**config.mk**
```make
export PLATFORM = sky130hd
export DESIGN_NAME = seq_detector_prog
export DESIGN_NICKNAME = d
export VERILOG_FILES = /design/src/rtl/seq_det_pkg.sv /design/src/rtl/seq_det_match_cnt.sv /design/src/rtl/seq_detector_prog.sv
export SDC_FILE = /design/constraint.sdc
export NUM_CORES = 1
export LEC_CHECK = 0
export BUFFER_PORTS_ARGS = -buffer_cell sky130_fd_sc_hd__buf_2
export CAP_MARGIN = 20
export CORE_MARGIN = 2
export CORE_UTILIZATION = 43
export CTS_CLUSTER_SIZE = 25
export DETAILED_ROUTE_END_ITERATION = 10
export HOLD_SLACK_MARGIN = 0.03
export PLACE_DENSITY = 0.79
export SLEW_MARGIN = 30
export SYNTH_ARGS = -nofsm -noshare
export SYNTH_HDL_FRONTEND = slang
export SYNTH_SLANG_ARGS = --single-unit
```
**constraint.sdc**
```tcl
create_clock -name clk -period 2.2 [get_ports clk]
set_clock_uncertainty 0.15 [all_clocks]
set_input_delay 0.66 -clock clk [delete_from_list [all_inputs] [get_ports clk]]
set_output_delay 0.66 -clock clk [all_outputs]
set_load 0.01 [all_outputs]
```
**src/rtl/seq_det_pkg.sv**
```systemverilog
// Shared types, reset constants and helpers for the programmable sequence detector.
// Counter build option: SEQDET_COUNT_EN (see seq_detector_prog).
package seq_det_pkg;

    typedef enum logic {
        OVL_OFF = 1'b0,
        OVL_ON  = 1'b1
    } ovl_e;

    localparam int unsigned SEQ_DEF_MAX_LEN = 16;
    localparam int unsigned SEQ_DEF_LEN     = 4;
    localparam logic [15:0] SEQ_DEF_PAT     = 16'h000B;
    localparam ovl_e        SEQ_DEF_OVL     = OVL_OFF;
    localparam int unsigned SEQ_DEF_CNT_W   = 16;

    // Widest pattern the lenmask helper can describe; callers cast down to MAX_LEN.
    localparam int unsigned LENMASK_W = 64;

    function automatic int unsigned len_width(input int unsigned max_len);
        return $clog2(max_len + 1);
    endfunction

    function automatic logic [LENMASK_W-1:0] lenmask(input int unsigned len);
        logic [LENMASK_W-1:0] m;
        m = '0;
        for (int unsigned i = 0; i < LENMASK_W; i++) begin
            if (i < len) m[i] = 1'b1;
        end
        return m;
    endfunction

endpackage

```
**src/rtl/seq_det_match_cnt.sv**
```systemverilog
// Saturating match counter; clear takes priority over increment.
module seq_det_match_cnt #(
    parameter int unsigned CNT_W = 16
) (
    input  logic             clk,
    input  logic             rst,
    input  logic             clr,
    input  logic             inc,
    output logic [CNT_W-1:0] cnt
);

    logic [CNT_W-1:0] cnt_q;

    always_ff @(posedge clk) begin
        if (rst || clr) begin
            cnt_q <= '0;
        end else if (inc && (cnt_q != '1)) begin
            cnt_q <= cnt_q + CNT_W'(1);
        end
    end

    assign cnt = cnt_q;

endmodule

```
**src/rtl/seq_detector_prog.sv**
```systemverilog
// Runtime-programmable serial pattern detector with don't-care mask and overlap mode.
// Define SEQDET_COUNT_EN to build the saturating match counter.
module seq_detector_prog
    import seq_det_pkg::*;
#(
    parameter int unsigned        MAX_LEN = SEQ_DEF_MAX_LEN,
    parameter int unsigned        DEF_LEN = SEQ_DEF_LEN,
    parameter logic [MAX_LEN-1:0] DEF_PAT = MAX_LEN'(SEQ_DEF_PAT),
    parameter logic               DEF_OVL = SEQ_DEF_OVL,
    parameter int unsigned        CNT_W   = SEQ_DEF_CNT_W
) (
    input  logic                             clk,
    input  logic                             rst,
    input  logic                             in_vld,
    input  logic                             in_bit,
    input  logic                             cfg_we,
    input  logic [$clog2(MAX_LEN+1)-1:0]     cfg_len,
    input  logic [MAX_LEN-1:0]               cfg_pat,
    input  logic [MAX_LEN-1:0]               cfg_mask,
    input  logic                             cfg_ovl,
    output logic                             match,
    output logic [CNT_W-1:0]                 match_cnt,
    input  logic                             cnt_clr
);

    localparam int unsigned        LEN_W  = len_width(MAX_LEN);
    localparam logic [MAX_LEN-1:0] DEF_LM = MAX_LEN'(lenmask(DEF_LEN));

    logic [LEN_W-1:0]   len_q, fill_q, fill_n, cfg_len_c;
    logic [MAX_LEN-1:0] pat_q, mask_q, hist_q, hist_n, cfg_lm;
    ovl_e               ovl_q;
    logic               match_q, hit;

    always_comb begin
        cfg_len_c = cfg_len;
        if (cfg_len == '0) begin
            cfg_len_c = LEN_W'(1);
        end else if (cfg_len > LEN_W'(MAX_LEN)) begin
            cfg_len_c = LEN_W'(MAX_LEN);
        end
    end

    // Pattern and mask are stored pre-trimmed to len, so the compare needs no lenmask.
    assign cfg_lm = MAX_LEN'(lenmask(32'(cfg_len_c)));

    assign hist_n = {hist_q[MAX_LEN-2:0], in_bit};
    assign fill_n = (fill_q == len_q) ? len_q : fill_q + LEN_W'(1);
    assign hit    = in_vld && !cfg_we && (fill_n == len_q) &&
                    (((hist_n ^ pat_q) & mask_q) == '0);

    always_ff @(posedge clk) begin
        if (rst) begin
            len_q   <= LEN_W'(DEF_LEN);
            pat_q   <= DEF_PAT & DEF_LM;
            mask_q  <= DEF_LM;
            ovl_q   <= ovl_e'(DEF_OVL);
            hist_q  <= '0;
            fill_q  <= '0;
            match_q <= 1'b0;
        end else if (cfg_we) begin
            len_q   <= cfg_len_c;
            pat_q   <= cfg_pat & cfg_lm;
            mask_q  <= cfg_mask & cfg_lm;
            ovl_q   <= ovl_e'(cfg_ovl);
            hist_q  <= '0;
            fill_q  <= '0;
            match_q <= 1'b0;
        end else if (in_vld) begin
            hist_q  <= hist_n;
            match_q <= hit;
            fill_q  <= (hit && (ovl_q == OVL_OFF)) ? '0 : fill_n;
        end
    end

    assign match = match_q;

    // The oldest history bit is shifted out without ever being compared.
    logic unused_hist_msb;
    assign unused_hist_msb = hist_q[MAX_LEN-1];

`ifdef SEQDET_COUNT_EN
    seq_det_match_cnt #(
        .CNT_W (CNT_W)
    ) u_match_cnt (
        .clk (clk),
        .rst (rst),
        .clr (cnt_clr),
        .inc (hit),
        .cnt (match_cnt)
    );
`else
    assign match_cnt = '0;

    logic unused_cnt_clr;
    assign unused_cnt_clr = cnt_clr;
`endif

endmodule

```
Word level (Yosys, flattened, before mapping):

Index checks and enable logic that the tools add are counted.

* register bits: 59
* word-level logic and storage cells: 60
* output and inout port bits: 17
* input port bits: 44

* eq/ne operators: 2
* reduce and logical (&&, ||, !) cells: 8
* bitwise logic cells: 5
* order comparisons: 17
* add/sub/neg operators: 1
* muxes and demuxes: 20

Operator list (count)
* 16-bit AND: 3
* 4-bit by 5-bit less-than comparator with 1-bit output, first input constant: 8
* 3-bit by 5-bit less-than comparator with 1-bit output, first input constant: 4
* 5-bit two-way mux: 4
* 16-bit logical NOT: 1
* 1-bit two-way mux: 16
* 16-bit bitwise XOR: 1
* 5-bit equality test: 2
* 1-bit by 5-bit less-than comparator with 1-bit output, first input constant: 2
* 2-bit by 5-bit less-than comparator with 1-bit output, first input constant: 2
* 5-bit by 1-bit adder with 5-bit output, second input constant: 1
* 5-bit > comparator, second input constant: 1
* 5-bit logical NOT: 1
* 1-bit logical AND: 4
* 2-bit OR reduction: 1
* 1-bit logical NOT: 1
* 1-bit inverter: 1

Longest topological paths before layout:

* word-level depth: 7
* depth in mapped cells: 7
* mapped depth without buffers: 7

Worst setup path before layout:

OpenSTA, ideal clock, no wires.

* path kind: register to register
* start: register fill_q[0]
* end: register fill_q[0]
* data required time: 1924 ps
* period minus slack after synthesis: 2135 ps
* slack: 65 ps
* buffers on the path: 0
* library setup time: 126 ps
* cell stages (with the launch flop): 8
* arrival: 1860 ps
* cells stage by stage: dfxtp_1 ha_1 xor2_1 a211oi_1 o311ai_1 a2111o_1 o2111ai_1 a31oi_1

* longest elaborated chain between the ends: 7
* elaborated cells between the ends (all ways): 8
* classes of those cells: add/sub (1); eq/ne (2); mux (2); reduce/logical (3)

Ends and longest elaborated chain
* from (decl): RTL line seq_detector_prog.sv:29 `logic [LEN_W-1:0] len_q, fill_q, fill_n, cfg_len_c;`
* from (signal assigned): RTL line seq_detector_prog.sv:71 `fill_q <= (hit && (ovl_q == OVL_OFF)) ? '0 : fill_n;`
* 5-bit by 1-bit adder with 5-bit output or 5-bit equality test (tied branches): RTL line seq_detector_prog.sv:47 `assign fill_n = (fill_q == len_q) ? len_q : fill_q + LEN_W'(1);`
* 5-bit two-way mux (*): RTL line seq_detector_prog.sv:47
* 5-bit equality test: RTL line seq_detector_prog.sv:48 `assign hit = in_vld && !cfg_we && (fill_n == len_q) &&`
* 1-bit logical AND (2 in series): RTL line seq_detector_prog.sv:48
* 1-bit logical AND: RTL line seq_detector_prog.sv:71
* 5-bit two-way mux (*): RTL line seq_detector_prog.sv:71

Mark *: on every way between the ends. The rest lies on a longest branch, timed or not.
A chain may end at the register's enable or synchronous reset.

Worst setup path in the final report:

* start: register fill_q[1]
* end: register fill_q[3]

Same word-level chain as after synthesis.

==> summary.md <==
| Metric | Value |
|---|---|
| Std-Cell Rows | `29` |
| Hold/Removal Path Class | `reg2reg` |
| Slowest-stage cell, CP | `a2111o_1` |
| Comb pwr share | `roughly an eighth` |
| Die Wd | `84.4 µm` |
| Max Buffers Root-to-Sink | `2` |
| Syn Inst Count | `around 310` |
| Syn avg cell area | `between 9 and 10 µm²` |
| Final setup TNS | `0 ns` |
| Max incr delay on CP | `between 0.5 and 0.6 ns` |
| Remaining antenna violation count | `0` |
| CP max FO | `7` |
| Post-synth EDFFs | `0` |
| Cell Area, Synth | `2780 µm²` |
| Clock sinks | `59` |
| Placed insts | `424` |
| Routability cong. | `0.849` |
| Kind of cell adding the most delay to the critical path | `compound AO/OA/AOI/OAI gates` |
| Critical path type | `reg2reg` |
| Wire per inst | `between 10 and 15 µm` |
| Post-DP HPWL | `roughly 4700 µm` |
| Vias in the first global route | `2317` |
| Fmax | `456 MHz` |
| I/O pin total | `61` |
| Final #Nets | `approximately 400` |
| Synthesis-to-finish area growth | `18.0%` |
| Yosys reg bits | `59` |
| Int Pwr | `1.66 mW` |
| Unrepaired setup endpoints after global routing | `yes` |
| Critical path capture point type | `flop` |
| CTS H-tree depth | `3` |
| Synth cell types | `41` |
| Root buffer cell | `clkbuf_8` |
| Crit path buf inv count | `0` |
| Placement Setup Slack | `-0.209 ns` |
| Input/output buffers | `between 40 and 50` |
| Post-Route WL | `6510 µm` |
| Global-route wire length before repair | `10800 µm` |
| Sequential share of power | `51.1%` |
| Total power | `about 2.2 mW` |
| Required time of the critical path | `between 2 and 2.5 ns` |
| CTS Buf Count | `9` |
| Relative slew slack | `52.3%` |
| Setup Fix Bufs, Post-CTS | `0` |
| Startpoint Class | `flop` |
| DR pass1 iterations | `4` |
| Die area | `7120 µm²` |
| Die Y | `around 84 µm` |
| Final WS setup | `0.00789 ns` |
| Power density cells | `683 nW/µm²` |
| Ys flop type | `dfxtp_1` |
| Tmin final | `2.19 ns` |
| DRC violations left | `0` |
| Vias after detailed routing | `2339` |
| Max-cap violations | `0` |
| CTS Hold Buffers Added | `0` |
| Core footprint | `approximately 6300 µm²` |
| Slew @ Worst Pin | `0.715 ns` |
| Total gr overflow | `0` |
| Layout Utilization | `51.9%` |
| N_diodes | `0` |
| TritonCTS clock tree | `built` |
| Status | `finished clean` |
| Share of post-route cells with drive strength above 1 | `23.8%` |
| Post-Layout Cell Count | `between 400 and 500` |
| Largest net degree at the start of global routing | `28` |
| Worst path cell trace | `ha_4 > xor2_2 > a211oi_2 > o311ai_2 > a2111o_1 > o211ai_1 > a21oi_1` |
| Ys Warns | `0` |
| Hold Slack | `~0.32 ns` |
| Final setup vio count | `0` |
| GRT Overall Usage | `19.3%` |
| Initial antenna violation count | `0` |
| Vias per inst | `around 5.3` |
| Slew Viols, Final | `0` |
| Hold Vio Cnt, Final | `0` |
| Design area | `between 3000 and 4000 µm²` |
| Clock transition at the registers of the reported paths | `approximately 0.060 ns` |
| Tcrit/Tclk final | `between 90% and 100%` |
| Switch Pwr | `0.578 mW` |
| Clk_lat worst skew | `0.34 ns` |
| Placed instance area | `3080 µm²` |
| Leak | `1.44 nW` |
| VDD IR-drop max | `around 0.52 mV` |
| Initial Util | `~44%` |
| Seq/Total Area, Yosys | `42.5%` |
| Clock Power Share | `36.8%` |
| Switching share of power | `about a quarter` |
| Crit path arrival time | `2.25 ns` |
| 1st-iter DRT viols | `111` |
| Post-synthesis async set-or-reset flop share | `0%` |
cells by family after synthesis:
| family | after synthesis | synth area share, % |
|---|---|---|
| and+or+nand+nor | 84 | 14.3 |
| AOI/OAI and AO/OA | 78 | 19.8 |
| DFF | 59 | 42.5 |
| buffers and inverters | 38 | 7.57 |
| xor gates and xnor gates | 25 | 7.89 |
| muxes | 20 | 7.35 |
| adders and majority gates | 1 | 0.451 |
| other | 1 | 0.135 |
synthesized netlist by cell type (3+ instances only):
master	n	share of area, %
dfxtp_1	59	43
inv_1	3	0.41
mux2_2	3	1.2
nand2b_1	7	1.6
a22oi_1	7	1.9
o21ai_0	4	0.72
buf_4	16	4.3
a31oi_1	4	0.90
mux2i_1	17	6.1
nor2_1	26	3.5
nand3_1	17	3.1
nor2b_1	5	1.1
clkbuf_1	14	1.9
a21oi_1	25	4.5
xnor2_1	4	1.3
a22o_1	18	5.7
o211ai_1	7	1.9
nand2_1	19	2.6
xor2_1	21	6.6
power by group through the flow:
| stage | Combinational [mW] | Clock, mW | Sequential (mW) |
|---|---|---|---|
| floorplan | 0.190 | 0 | 1.16 |
| global placement | 0.253 | 0 | 1.16 |
| detailed placement | 0.261 | 0 | 1.16 |
| CTS | 0.264 | 0.838 | 1.14 |
| global route | 0.300 | 0.886 | 1.15 |
| finish | 0.271 | 0.822 | 1.14 |
cell usage in the layout, fill, tap and decap left out, types with 2 or more instances in the layout:
cell type  count
a22o_1        18
a21oi_1       25
clkinv_2       3
or2_2          2
xor2_1        20
clkinv_1       2
nor2b_1        5
o21ai_0        3
clkbuf_1       2
xnor2_1        4
a31oi_1        4
a22oi_1        7
o211ai_1       7
mux2i_1       17
a311o_1        2
buf_4         16
dfxtp_1       57
dfxtp_2        2
nand2_1       19
clkbuf_8      10
nand4_1        2
nor3_1         2
buf_2         43
inv_1          3
conb_1        16
nor2_1        25
nand2b_1       7
a211o_1        2
mux2_2         3
nand3_1       17
layer usage:
layer,wire [µm],GRT usage (%)
met1,2840,22.9
met2,3340,33.3
met3,287,5.80
met4,52,6.35
met5,0,0
flip-flops by register name, summed over array words and instances, names as in the netlist:
register	count
hist_q	15
match	1
fill_q	5
ovl_q	1
len_q	5
pat_q	16
mask_q	16
worst reg2reg max path, stage by stage, from the launching register on:
cell	delay, ns
dfxtp_2	0.33
ha_4	0.24
xor2_2	0.14
a211oi_2	0.18
o311ai_2	0.15
a2111o_1	0.56
o211ai_1	0.23
a21oi_1	0.09
layout make-up:
type,instances,area [µm²]
clock inverter,3,15.0
timing repair buffer,59,335
clock buffer,12,145
sequential,59,1180
multi-input combinational,224,1480
fill,616,3040
tap,77,96.3
inverter,5,18.8
path summary, 6_finish.rpt:
kind / from / to / slack [ns] / depth (start not counted)
worst min-delay path: mask_q[11]$_SDFFE_PP0P_ / mask_q[11]$_SDFFE_PP0P_ / 0.32 / 2
worst min register to register: mask_q[11]$_SDFFE_PP0P_ / mask_q[11]$_SDFFE_PP0P_ / 0.32 / 2
worst max register to register: fill_q[1]$_SDFFE_PP0P_ / fill_q[3]$_SDFFE_PP0P_ / 0.008 / 7
worst max-delay path: fill_q[1]$_SDFFE_PP0P_ / fill_q[3]$_SDFFE_PP0P_ / 0.008 / 7
what timing repair did:
item,4_1_cts,5_1_grt
endpoints found under the hold margin,0,0
pin swaps,7,7
setup endpoints to repair,5,6
resized for setup,3,6
Note: power is estimated with default switching activity, not from simulation.
